<file path="src/rtl/alu_arbiter.sv">
`default_nettype none
// ============================================================================
// Module   : alu_arbiter
// Purpose  : Shares one ALU (push/stop handshake, 2-bit ctl, 8-bit a/b,
//            carry in/out) among N_REQ requesters. A round-robin arbiter
//            feeds a one-entry registered issue stage. Every op that
//            reaches the ALU leaves its requester index in an in-order tag
//            FIFO. Each ALU result is then steered back to the requester
//            whose tag is at the FIFO head.
// Revision : 1.0 - initial release
// ----------------------------------------------------------------------------
// Parameters
//   N_REQ      number of requesters (2..8)
//   TAG_DEPTH  max ops in flight, issue reg + ALU pipeline (power of 2, >=2)
// Ports
//   clk, rst                     clock, synchronous active-high reset
//   req_pushin/req_stopout       per-requester op handshake
//   req_ctl/req_a/req_b/req_ci   packed per-requester op fields
//   rsp_pushout/rsp_stopin       per-requester result handshake
//   rsp_z/rsp_cout               broadcast result (ALU pass-through)
//   alu_pushin/alu_stopout       registered op handshake to the ALU
//   alu_ctl/alu_a/alu_b/alu_ci   registered op fields to the ALU
//   alu_pushout/alu_stopin       result handshake from the ALU
//   alu_z/alu_cout               ALU result
//   err_orphan                   sticky: result arrived with no tag queued
// Optional build macro
//   ALU_ARB_STATS_EN             adds op_count / stall_count outputs
// ============================================================================
module alu_arbiter #(
    parameter int N_REQ     = 4,
    parameter int TAG_DEPTH = 4
) (
    input  logic                 clk,
    input  logic                 rst,
    input  logic [N_REQ-1:0]     req_pushin,
    output logic [N_REQ-1:0]     req_stopout,
    input  logic [2*N_REQ-1:0]   req_ctl,
    input  logic [8*N_REQ-1:0]   req_a,
    input  logic [8*N_REQ-1:0]   req_b,
    input  logic [N_REQ-1:0]     req_ci,
    output logic [N_REQ-1:0]     rsp_pushout,
    input  logic [N_REQ-1:0]     rsp_stopin,
    output logic [7:0]           rsp_z,
    output logic                 rsp_cout,
    output logic                 alu_pushin,
    input  logic                 alu_stopout,
    output logic [1:0]           alu_ctl,
    output logic [7:0]           alu_a,
    output logic [7:0]           alu_b,
    output logic                 alu_ci,
    input  logic                 alu_pushout,
    output logic                 alu_stopin,
    input  logic [7:0]           alu_z,
    input  logic                 alu_cout,
    output logic                 err_orphan
`ifdef ALU_ARB_STATS_EN
    ,
    output logic [15:0]          op_count,
    output logic [15:0]          stall_count
`endif
);

    localparam int TAG_W = (N_REQ > 1) ? $clog2(N_REQ) : 1;
    localparam int PTR_W = $clog2(TAG_DEPTH);
    localparam int CNT_W = PTR_W + 1;

    // ------------------------------------------------------------------
    // State
    // ------------------------------------------------------------------
    logic               issue_valid_q, issue_valid_d;
    logic [1:0]         issue_ctl_q,   issue_ctl_d;
    logic [7:0]         issue_a_q,     issue_a_d;
    logic [7:0]         issue_b_q,     issue_b_d;
    logic               issue_ci_q,    issue_ci_d;
    logic [TAG_W-1:0]   issue_tag_q,   issue_tag_d;
    logic [TAG_W-1:0]   rr_q,          rr_d;
    logic [PTR_W-1:0]   wr_ptr_q,      wr_ptr_d;
    logic [PTR_W-1:0]   rd_ptr_q,      rd_ptr_d;
    logic [CNT_W-1:0]   fifo_cnt_q,    fifo_cnt_d;
    logic               err_orphan_q,  err_orphan_d;
    logic [TAG_W-1:0]   tag_mem_q [TAG_DEPTH];

    // ------------------------------------------------------------------
    // Combinational signals
    // ------------------------------------------------------------------
    logic               w_any_push;
    logic [TAG_W-1:0]   w_grant;
    logic               w_alu_fire;
    logic               w_room;
    logic               w_can_load;
    logic               w_req_xfer;
    logic               w_fifo_empty;
    logic [TAG_W-1:0]   w_head;
    logic               w_fifo_push;
    logic               w_fifo_pop;

    // Round-robin search: first pushing requester at or above rr_q,
    // wrapping modulo N_REQ.
    always_comb begin
        int idx;
        w_any_push = 1'b0;
        w_grant    = '0;
        idx        = 0;
        for (int k = 0; k < N_REQ; k++) begin
            idx = int'(rr_q) + k;
            if (idx >= N_REQ) begin
                idx = idx - N_REQ;
            end
            if (!w_any_push && req_pushin[idx]) begin
                w_any_push = 1'b1;
                w_grant    = TAG_W'(idx);
            end
        end
    end

    assign w_alu_fire = issue_valid_q & ~alu_stopout;

    // Space is judged on the registered occupancy only; a result popping
    // in the same cycle does not make room until the next cycle.
    assign w_room     = (32'(fifo_cnt_q) + 32'(issue_valid_q)) < 32'(TAG_DEPTH);
    assign w_can_load = (~issue_valid_q | w_alu_fire) & w_room;
    assign w_req_xfer = w_any_push & w_can_load;

    always_comb begin
        req_stopout = '1;
        if (w_any_push) begin
            req_stopout[w_grant] = ~w_can_load;
        end
    end

    // ------------------------------------------------------------------
    // Issue register and round-robin pointer
    // ------------------------------------------------------------------
    always_comb begin
        int g;
        int nxt;
        issue_valid_d = issue_valid_q;
        issue_ctl_d   = issue_ctl_q;
        issue_a_d     = issue_a_q;
        issue_b_d     = issue_b_q;
        issue_ci_d    = issue_ci_q;
        issue_tag_d   = issue_tag_q;
        rr_d          = rr_q;
        g             = int'(w_grant);
        nxt           = g + 1;
        if (nxt >= N_REQ) begin
            nxt = 0;
        end
        if (w_req_xfer) begin
            issue_valid_d = 1'b1;
            issue_ctl_d   = req_ctl[2*g +: 2];
            issue_a_d     = req_a[8*g +: 8];
            issue_b_d     = req_b[8*g +: 8];
            issue_ci_d    = req_ci[g];
            issue_tag_d   = w_grant;
            rr_d          = TAG_W'(nxt);
        end else if (w_alu_fire) begin
            issue_valid_d = 1'b0;
        end
    end

    assign alu_pushin = issue_valid_q;
    assign alu_ctl    = issue_ctl_q;
    assign alu_a      = issue_a_q;
    assign alu_b      = issue_b_q;
    assign alu_ci     = issue_ci_q;

    // ------------------------------------------------------------------
    // In-order tag FIFO
    // ------------------------------------------------------------------
    assign w_fifo_empty = (fifo_cnt_q == '0);
    assign w_head       = tag_mem_q[rd_ptr_q];
    assign w_fifo_push  = w_alu_fire;
    assign w_fifo_pop   = ~w_fifo_empty & alu_pushout & ~rsp_stopin[w_head];

    // Pointers wrap naturally because TAG_DEPTH is a power of two. The
    // occupancy guard on the issue stage means a push never hits a full FIFO.
    always_comb begin
        wr_ptr_d   = wr_ptr_q;
        rd_ptr_d   = rd_ptr_q;
        fifo_cnt_d = fifo_cnt_q;
        if (w_fifo_push) begin
            wr_ptr_d = wr_ptr_q + PTR_W'(1);
        end
        if (w_fifo_pop) begin
            rd_ptr_d = rd_ptr_q + PTR_W'(1);
        end
        case ({w_fifo_push, w_fifo_pop})
            2'b10:   fifo_cnt_d = fifo_cnt_q + CNT_W'(1);
            2'b01:   fifo_cnt_d = fifo_cnt_q - CNT_W'(1);
            default: fifo_cnt_d = fifo_cnt_q;
        endcase
    end

    // ------------------------------------------------------------------
    // Response steering
    // ------------------------------------------------------------------
    // With no tag queued, a result has no owner: it is accepted
    // (alu_stopin low) and dropped, and the error flag latches.
    always_comb begin
        rsp_pushout  = '0;
        alu_stopin   = 1'b0;
        err_orphan_d = err_orphan_q | (w_fifo_empty & alu_pushout);
        if (!w_fifo_empty) begin
            rsp_pushout[w_head] = alu_pushout;
            alu_stopin          = rsp_stopin[w_head];
        end
    end

    assign rsp_z      = alu_z;
    assign rsp_cout   = alu_cout;
    assign err_orphan = err_orphan_q;

    // ------------------------------------------------------------------
    // Registers
    // ------------------------------------------------------------------
    always_ff @(posedge clk) begin
        if (rst) begin
            issue_valid_q <= 1'b0;
            issue_ctl_q   <= '0;
            issue_a_q     <= '0;
            issue_b_q     <= '0;
            issue_ci_q    <= 1'b0;
            issue_tag_q   <= '0;
            rr_q          <= '0;
            wr_ptr_q      <= '0;
            rd_ptr_q      <= '0;
            fifo_cnt_q    <= '0;
            err_orphan_q  <= 1'b0;
        end else begin
            issue_valid_q <= issue_valid_d;
            issue_ctl_q   <= issue_ctl_d;
            issue_a_q     <= issue_a_d;
            issue_b_q     <= issue_b_d;
            issue_ci_q    <= issue_ci_d;
            issue_tag_q   <= issue_tag_d;
            rr_q          <= rr_d;
            wr_ptr_q      <= wr_ptr_d;
            rd_ptr_q      <= rd_ptr_d;
            fifo_cnt_q    <= fifo_cnt_d;
            err_orphan_q  <= err_orphan_d;
        end
    end

    // Tag storage needs no reset: entries are only read while counted.
    always_ff @(posedge clk) begin
        if (!rst && w_fifo_push) begin
            tag_mem_q[wr_ptr_q] <= issue_tag_q;
        end
    end

`ifdef ALU_ARB_STATS_EN
    // ------------------------------------------------------------------
    // Saturating statistics counters
    // ------------------------------------------------------------------
    logic [15:0] op_count_q,    op_count_d;
    logic [15:0] stall_count_q, stall_count_d;

    always_comb begin
        op_count_d    = op_count_q;
        stall_count_d = stall_count_q;
        if (w_alu_fire && (op_count_q != 16'hFFFF)) begin
            op_count_d = op_count_q + 16'd1;
        end
        if (w_any_push && !w_req_xfer && (stall_count_q != 16'hFFFF)) begin
            stall_count_d = stall_count_q + 16'd1;
        end
    end

    always_ff @(posedge clk) begin
        if (rst) begin
            op_count_q    <= '0;
            stall_count_q <= '0;
        end else begin
            op_count_q    <= op_count_d;
            stall_count_q <= stall_count_d;
        end
    end

    assign op_count    = op_count_q;
    assign stall_count = stall_count_q;
`endif

endmodule
`default_nettype wire

</file>
<file path="config.mk">
export PLATFORM = sky130hd
export DESIGN_NAME = alu_arbiter
export DESIGN_NICKNAME = d
export VERILOG_FILES = /design/src/rtl/alu_arbiter.sv
export SDC_FILE = /design/constraint.sdc
export NUM_CORES = 1
export LEC_CHECK = 0
export BUFFER_PORTS_ARGS = -buffer_cell sky130_fd_sc_hd__buf_2
export CORE_MARGIN = 10
export CORE_UTILIZATION = 41
export DETAILED_ROUTE_END_ITERATION = 8
export PLACE_DENSITY_LB_ADDON = 0.1
export SLEW_MARGIN = 20
export SYNTH_ARGS = -nofsm -noshare
export SYNTH_HDL_FRONTEND = slang
export SYNTH_SLANG_ARGS = --single-unit
</file>
<file path="constraint.sdc">
create_clock -name clk -period 2.5 [get_ports clk]
set_input_delay 0.25 -clock clk [delete_from_list [all_inputs] [get_ports clk]]
set_output_delay 0.25 -clock clk [all_outputs]
set_load 0.01 [all_outputs]
</file>
==> flow_metrics.tcl, run 1 <==
set metrics [dict create \
    finalSetupTns_ps 0 \
    drc 0 \
    crit_path_frequent_cell "mux2i_1" \
    fin_skew_ps 7.51 \
    ys_warn_count 0 \
    io_pins 136 \
    syn_avg_cell_area_sq_um 10.5 \
    synth_area_sq_um 2480 \
    grt_pass1_wl_um 11000 \
    insertedDiodeCount 0 \
    dpl.cell_count 414 \
    dp_slack_ps -58.6 \
    gr-usage-all-layers 0.135 \
    grt_max_degree 33 \
    postLayoutCellArea_sq_um 3200 \
    path_clk_slew_ps 90 \
    ys_ff_latch 42 \
    antenna_found_initial 0 \
    detail-route-antenna-nets 0 \
    fin_crit_sh 0.991 \
    cp-end-kind "flip-flop" \
    outcome "finished clean" \
    final_util 0.544 \
    required_ps 2730 \
    synth_cells 236 \
    drive_above_1_share 0.452 \
    netlist_top_cells_area "dfxtp_1 (27%), mux2i_1 (18%), edfxtp_1 (9.7%), o221ai_2 (6.0%), nand3b_1 (5.7%)" \
    fp.dieW_um 97.8 \
    rsz0062_at_grt "yes" \
    worstSetupPathType "reg2reg" \
    clk_latency_ps 290 \
    die_height_um 97.8 \
    critPathMaxFanout 3 \
    period_minus_slack_ps 2480 \
    yosysSeqAreaShare 0.371 \
    synth.top_cell.area_share 0.274 \
    dieArea_sq_um 9570 \
    hold_viol_final 0 \
    grt_overflow 0 \
    clk_path_buf_depth 2 \
    crit_slowest_cell "mux4_2" \
    critPathLaunchType "flip-flop" \
    clock-sinks 42 \
    synthTopCellsByCount "mux2i_1 (44), dfxtp_1 (34), nand3b_1 (19)" \
    start_util 0.422 \
    coreArea_sq_um 5890 \
    synth_cell_types 37 \
    place_area_sq_um 3100 \
    drv_cap 0 \
    hpwl_um 5440 \
    stdcell_count 422 \
    power_density_nw_per_um2 601 \
    setup_slack_ps 23.1 \
    finalNetCount 453 \
    port_buffers 117 \
    worst_ep_arrival_time_ps 2710 \
    first_iter_violations 55 \
    cts-root-buf "clkbuf_8" \
    vias_per_cell 5.08 \
    drt-pass1-iter-count 4 \
    tightest_slew_ps 865 \
    yosysTopAreaCell "dfxtp_1" \
    vdd_ir_drop_max_v 0.000288 \
    cts_tree "built" \
    min_path_type "in2reg" \
    htreeDepth 2 \
    synth_top_flop_cell "dfxtp_1" \
    numCtsBuffers 5 \
    fillCellCount 545 \
    synthArstFlopShare 0 \
    grt_pass1_vias 2204 \
    worstPathCellList "mux4_2, mux2i_1, mux2i_1, nor2_1, ha_2, fa_2, xnor2_1, or3_1, a21oi_1" \
    synth_edf_count 8 \
    leakage_nw 1.47 \
    max_clock_freq_mhz 404 \
    vias 2144 \
    cts_hold_buf 0 \
    syn_to_final_growth_pct 28.9 \
    drt_wl_total_um 6770 \
    postSynthNetCount 343 \
    finalMaxSlewViolations 0 \
    cts_setup_buffers 0 \
    max_stage_delay_ps 530 \
    gp_congestion 0.759 \
    yosysMostFrequentCell "mux2i_1" \
    wl_per_cell_um 16.0 \
    setup_viol 0 \
    slew_headroom 0.423 \
    rows 28 \
]
## registers in the layout (all words and copies together), names as in the netlist, named ones only
name	flops
alu_a	8
alu_b	8
tag_mem_q	8
fifo_cnt_q	3
alu_ctl	2
issue_tag_q	2
rd_ptr_q	2
rr_q	2
wr_ptr_q	2
alu_ci	1
alu_pushin	1
err_orphan	1
## metal layers
| metal | routed length [um] | global-route usage | vias up |
|---|---|---|---|
| li1 | - | - | 1081 |
| met1 | 3000 | 0.166 | 976 |
| met2 | 3250 | 0.221 | 77 |
| met3 | 468 | 0.0437 | 10 |
| met4 | 55 | 0.0369 | 0 |
| met5 | 0 | 0 | - |
## cell usage in the layout (no fill, tap or decap), types with 2 or more instances in the layout
cell,instances
mux4_2,2
o21ai_0,3
and2_1,4
or3_1,4
clkbuf_8,5
nor2_1,13
inv_1,5
nand3b_1,19
a21oi_1,11
and3_1,2
buf_2,117
o221ai_2,10
buf_4,9
xnor2_1,2
nand2_1,13
nand2b_1,3
ha_1,8
dfxtp_1,33
nor2b_1,2
mux2i_1,44
nor3_1,2
edfxtp_1,8
o221ai_1,9
## through the flow
step	power, mW	hold WS, ps
2_1_floorplan	1.27	391
3_3_place_gp	1.49	447
3_5_place_dp	1.49	465
4_1_cts	1.96	208
5_1_grt	2.06	224
6_report	1.92	219
## cell type report
class	count	area [sq um]	share of cell area
clock buffers	5	68.8	0.0215
clock inverters	3	25.0	0.00782
inverters	6	22.5	0.00703
multi-input cells	164	1400	0.436
flip-flops and latches	42	922	0.288
well taps	75	93.8	0.0293
repair buffers	127	673	0.210
## cells by family after synthesis
group                      count (synthesis)  synth area share
muxes                                     48             0.206
and+or+nand+nor                           65             0.151
buffers and inverters                     30            0.0715
xor gates and xnor gates                   3            0.0106
adders and majority gates                 10            0.0534
AOI/OAI and AO/OA                         38             0.137
DFF                                       42             0.371
## final timing paths
kind,startpoint,to,slack (ps),cells past startpoint
worst min register to register,err_orphan$_SDFF_PP0_,err_orphan$_SDFF_PP0_,480,2
worst max-delay path,tag_mem_q[3][1]$_DFFE_PP_,fifo_cnt_q[2]$_SDFFE_PP0P_,20,9
worst max register to register,tag_mem_q[3][1]$_DFFE_PP_,fifo_cnt_q[2]$_SDFFE_PP0P_,20,9
worst min-delay path,alu_pushout,err_orphan$_SDFF_PP0_,220,3
## repair_timing
action / CTS / global route
gates cloned: 0 / 0
pin swaps: 2 / 1
gates resized for setup: 2 / 0
setup endpoints to repair: 1 / 1
## worst max-delay path: cells and delay by family, from the launching register on
| kind | cells | cell delay [ps] |
|---|---|---|
| muxes | 3 | 890 |
| adders and majority gates | 2 | 520 |
| and+or+nand+nor | 2 | 380 |
| DFF | 1 | 360 |
| xor gates and xnor gates | 1 | 140 |
| AOI/OAI and AO/OA | 1 | 120 |
## report_power, final
part / switching [mW] / internal, mW
Sequential: 0.0520 / 0.775
Combinational: 0.333 / 0.310
Clock: 0.253 / 0.202
Total: 0.638 / 1.29
No activity file was read; power rests on OpenSTA's default activity.
==> run 2: changes to the inputs <==
Settings changed: BUFFER_PORTS_ARGS -buffer_cell sky130_fd_sc_hd__buf_2 to -buffer_cell sky130_fd_sc_hd__buf_4.
==> flow_metrics.tcl, run 2 (synthesis results as in run 1) <==
set metrics [dict create \
    outcome "finished, violations left" \
    violations "negative setup slack" \
    antenna_found_initial 0 \
    path_buf_inv 0 \
    leakage_nw 1.59 \
    vias 2156 \
    finalMaxSlewViolations 0 \
    clk_latency_ps 290 \
    wl_per_cell_um 16.7 \
    crit_slowest_cell "mux4_2" \
    power_mw 2.19 \
    vias_per_cell 5.10 \
    cts-root-buf "clkbuf_8" \
    vdd_ir_drop_max_v 0.000340 \
    hold_viol_final 0 \
    path_clk_slew_ps 80 \
    worst_ep_arrival_time_ps 2730 \
    critPathLaunchType "flip-flop" \
    rows 28 \
    port_buffers 117 \
    htreeDepth 2 \
    required_ps 2720 \
    fin_skew_ps 3.27 \
    syn_to_final_growth_pct 42.6 \
    gp_congestion 0.750 \
    clock-sinks 42 \
    stdcell_count 423 \
    max_stage_delay_ps 530 \
    grt_max_degree 38 \
    first_iter_violations 66 \
    die_height_um 97.8 \
    detail-route-antenna-nets 0 \
    slew_headroom 0.370 \
    numCtsBuffers 5 \
    drc 0 \
    cpLargestDelayFamily "multiplexers" \
    coreArea_sq_um 5890 \
    fin_crit_sh 1.00 \
    max_clock_freq_mhz 400 \
    insertedDiodeCount 0 \
    period_minus_slack_ps 2500 \
    setup_viol 1 \
    grt_pass1_wl_um 11200 \
    place_area_sq_um 3380 \
    postLayoutCellArea_sq_um 3540 \
    power_density_nw_per_um2 620 \
    finalNetCount 454 \
    worst_hold_slack_ps 202 \
    critPathMaxFanout 3 \
    rsz0062_at_grt "yes" \
    dp_slack_ps -62.5 \
    layout_common_cells "buf_4 (127), mux2i_1 (44), dfxtp_1 (33)" \
    cts_tree "built" \
    drt_wl_total_um 7070 \
    drive_above_1_share 0.451 \
    io_pins 136 \
    hpwl_um 5620 \
    clk_path_buf_depth 2 \
    dpl.cell_count 413 \
    cts_hold_buf 0 \
    min_path_type "in2reg" \
    drt-pass1-iter-count 4 \
    crit_path_frequent_cell "mux2i_1" \
    worstSetupPathType "reg2reg" \
    tightest_slew_ps 940 \
    drv_cap 0 \
    grt_pass1_vias 2231 \
    fp.dieW_um 97.8 \
    gr-usage-all-layers 0.139 \
    cp-end-kind "flip-flop" \
    dieArea_sq_um 9570 \
    worstPathCellList "mux4_2, mux2i_1, mux2i_1, nor2_1, ha_2, fa_2, xnor2_1, or3_1, a21oi_1" \
    layout_commonest_cell "buf_4" \
    setup_slack_ps -1.24 \
    grt_overflow 0 \
    fillCellCount 526 \
    start_util 0.422 \
]
## run 2: routing by layer
metal  part of all wire  GRT usage
met1               0.43      0.171
met2               0.47      0.223
met3              0.080     0.0507
met4              0.012     0.0391
met5                  0          0
## run 2: final cells by class
cell class | count | area (sq um) | area share
clock inverters | 3 | 68.8 | 0.0194
well taps | 75 | 93.8 | 0.0265
multi-input cells | 164 | 1390 | 0.393
repair buffers | 128 | 973 | 0.275
flip-flops and latches | 42 | 922 | 0.260
clock buffers | 5 | 68.8 | 0.0194
inverters | 6 | 22.5 | 0.00636
## run 2: report_power, final
part	switching, mW	total [mW]	internal [mW]
sequential	0.0541	0.829	0.775
combinational	0.338	0.728	0.390
clock	0.238	0.638	0.400
total	0.630	2.19	1.56
## run 2: repair_timing
| action | in CTS | in global routing |
|---|---|---|
| gates cloned | 0 | 0 |
| setup buffers | 1 | 1 |
| pin swaps | 0 | 2 |
| setup endpoints to repair | 1 | 1 |
| resized for setup | 2 | 0 |
## run 2: per-stage QoR
step	TNS, ps	util
floorplan	0	-
global placement	0	0.575
detailed placement	-62.5	0.575
CTS	0	0.600
global route	-124	0.602
finish	-1.24	0.602
## run 2: tightest hold or removal path: stages
cell     delay [ps]
buf_4            90
a21oi_1          50
nor2_1           70
## run 2: final timing paths
check	start	end	slack [ps]	depth (start not counted)
max	tag_mem_q[3][1]$_DFFE_PP_	fifo_cnt_q[2]$_SDFFE_PP0P_	-1	9
min	alu_pushout	err_orphan$_SDFF_PP0_	200	3
max reg2reg	tag_mem_q[3][1]$_DFFE_PP_	fifo_cnt_q[2]$_SDFFE_PP0P_	-1	9
min reg2reg	err_orphan$_SDFF_PP0_	err_orphan$_SDFF_PP0_	480	2
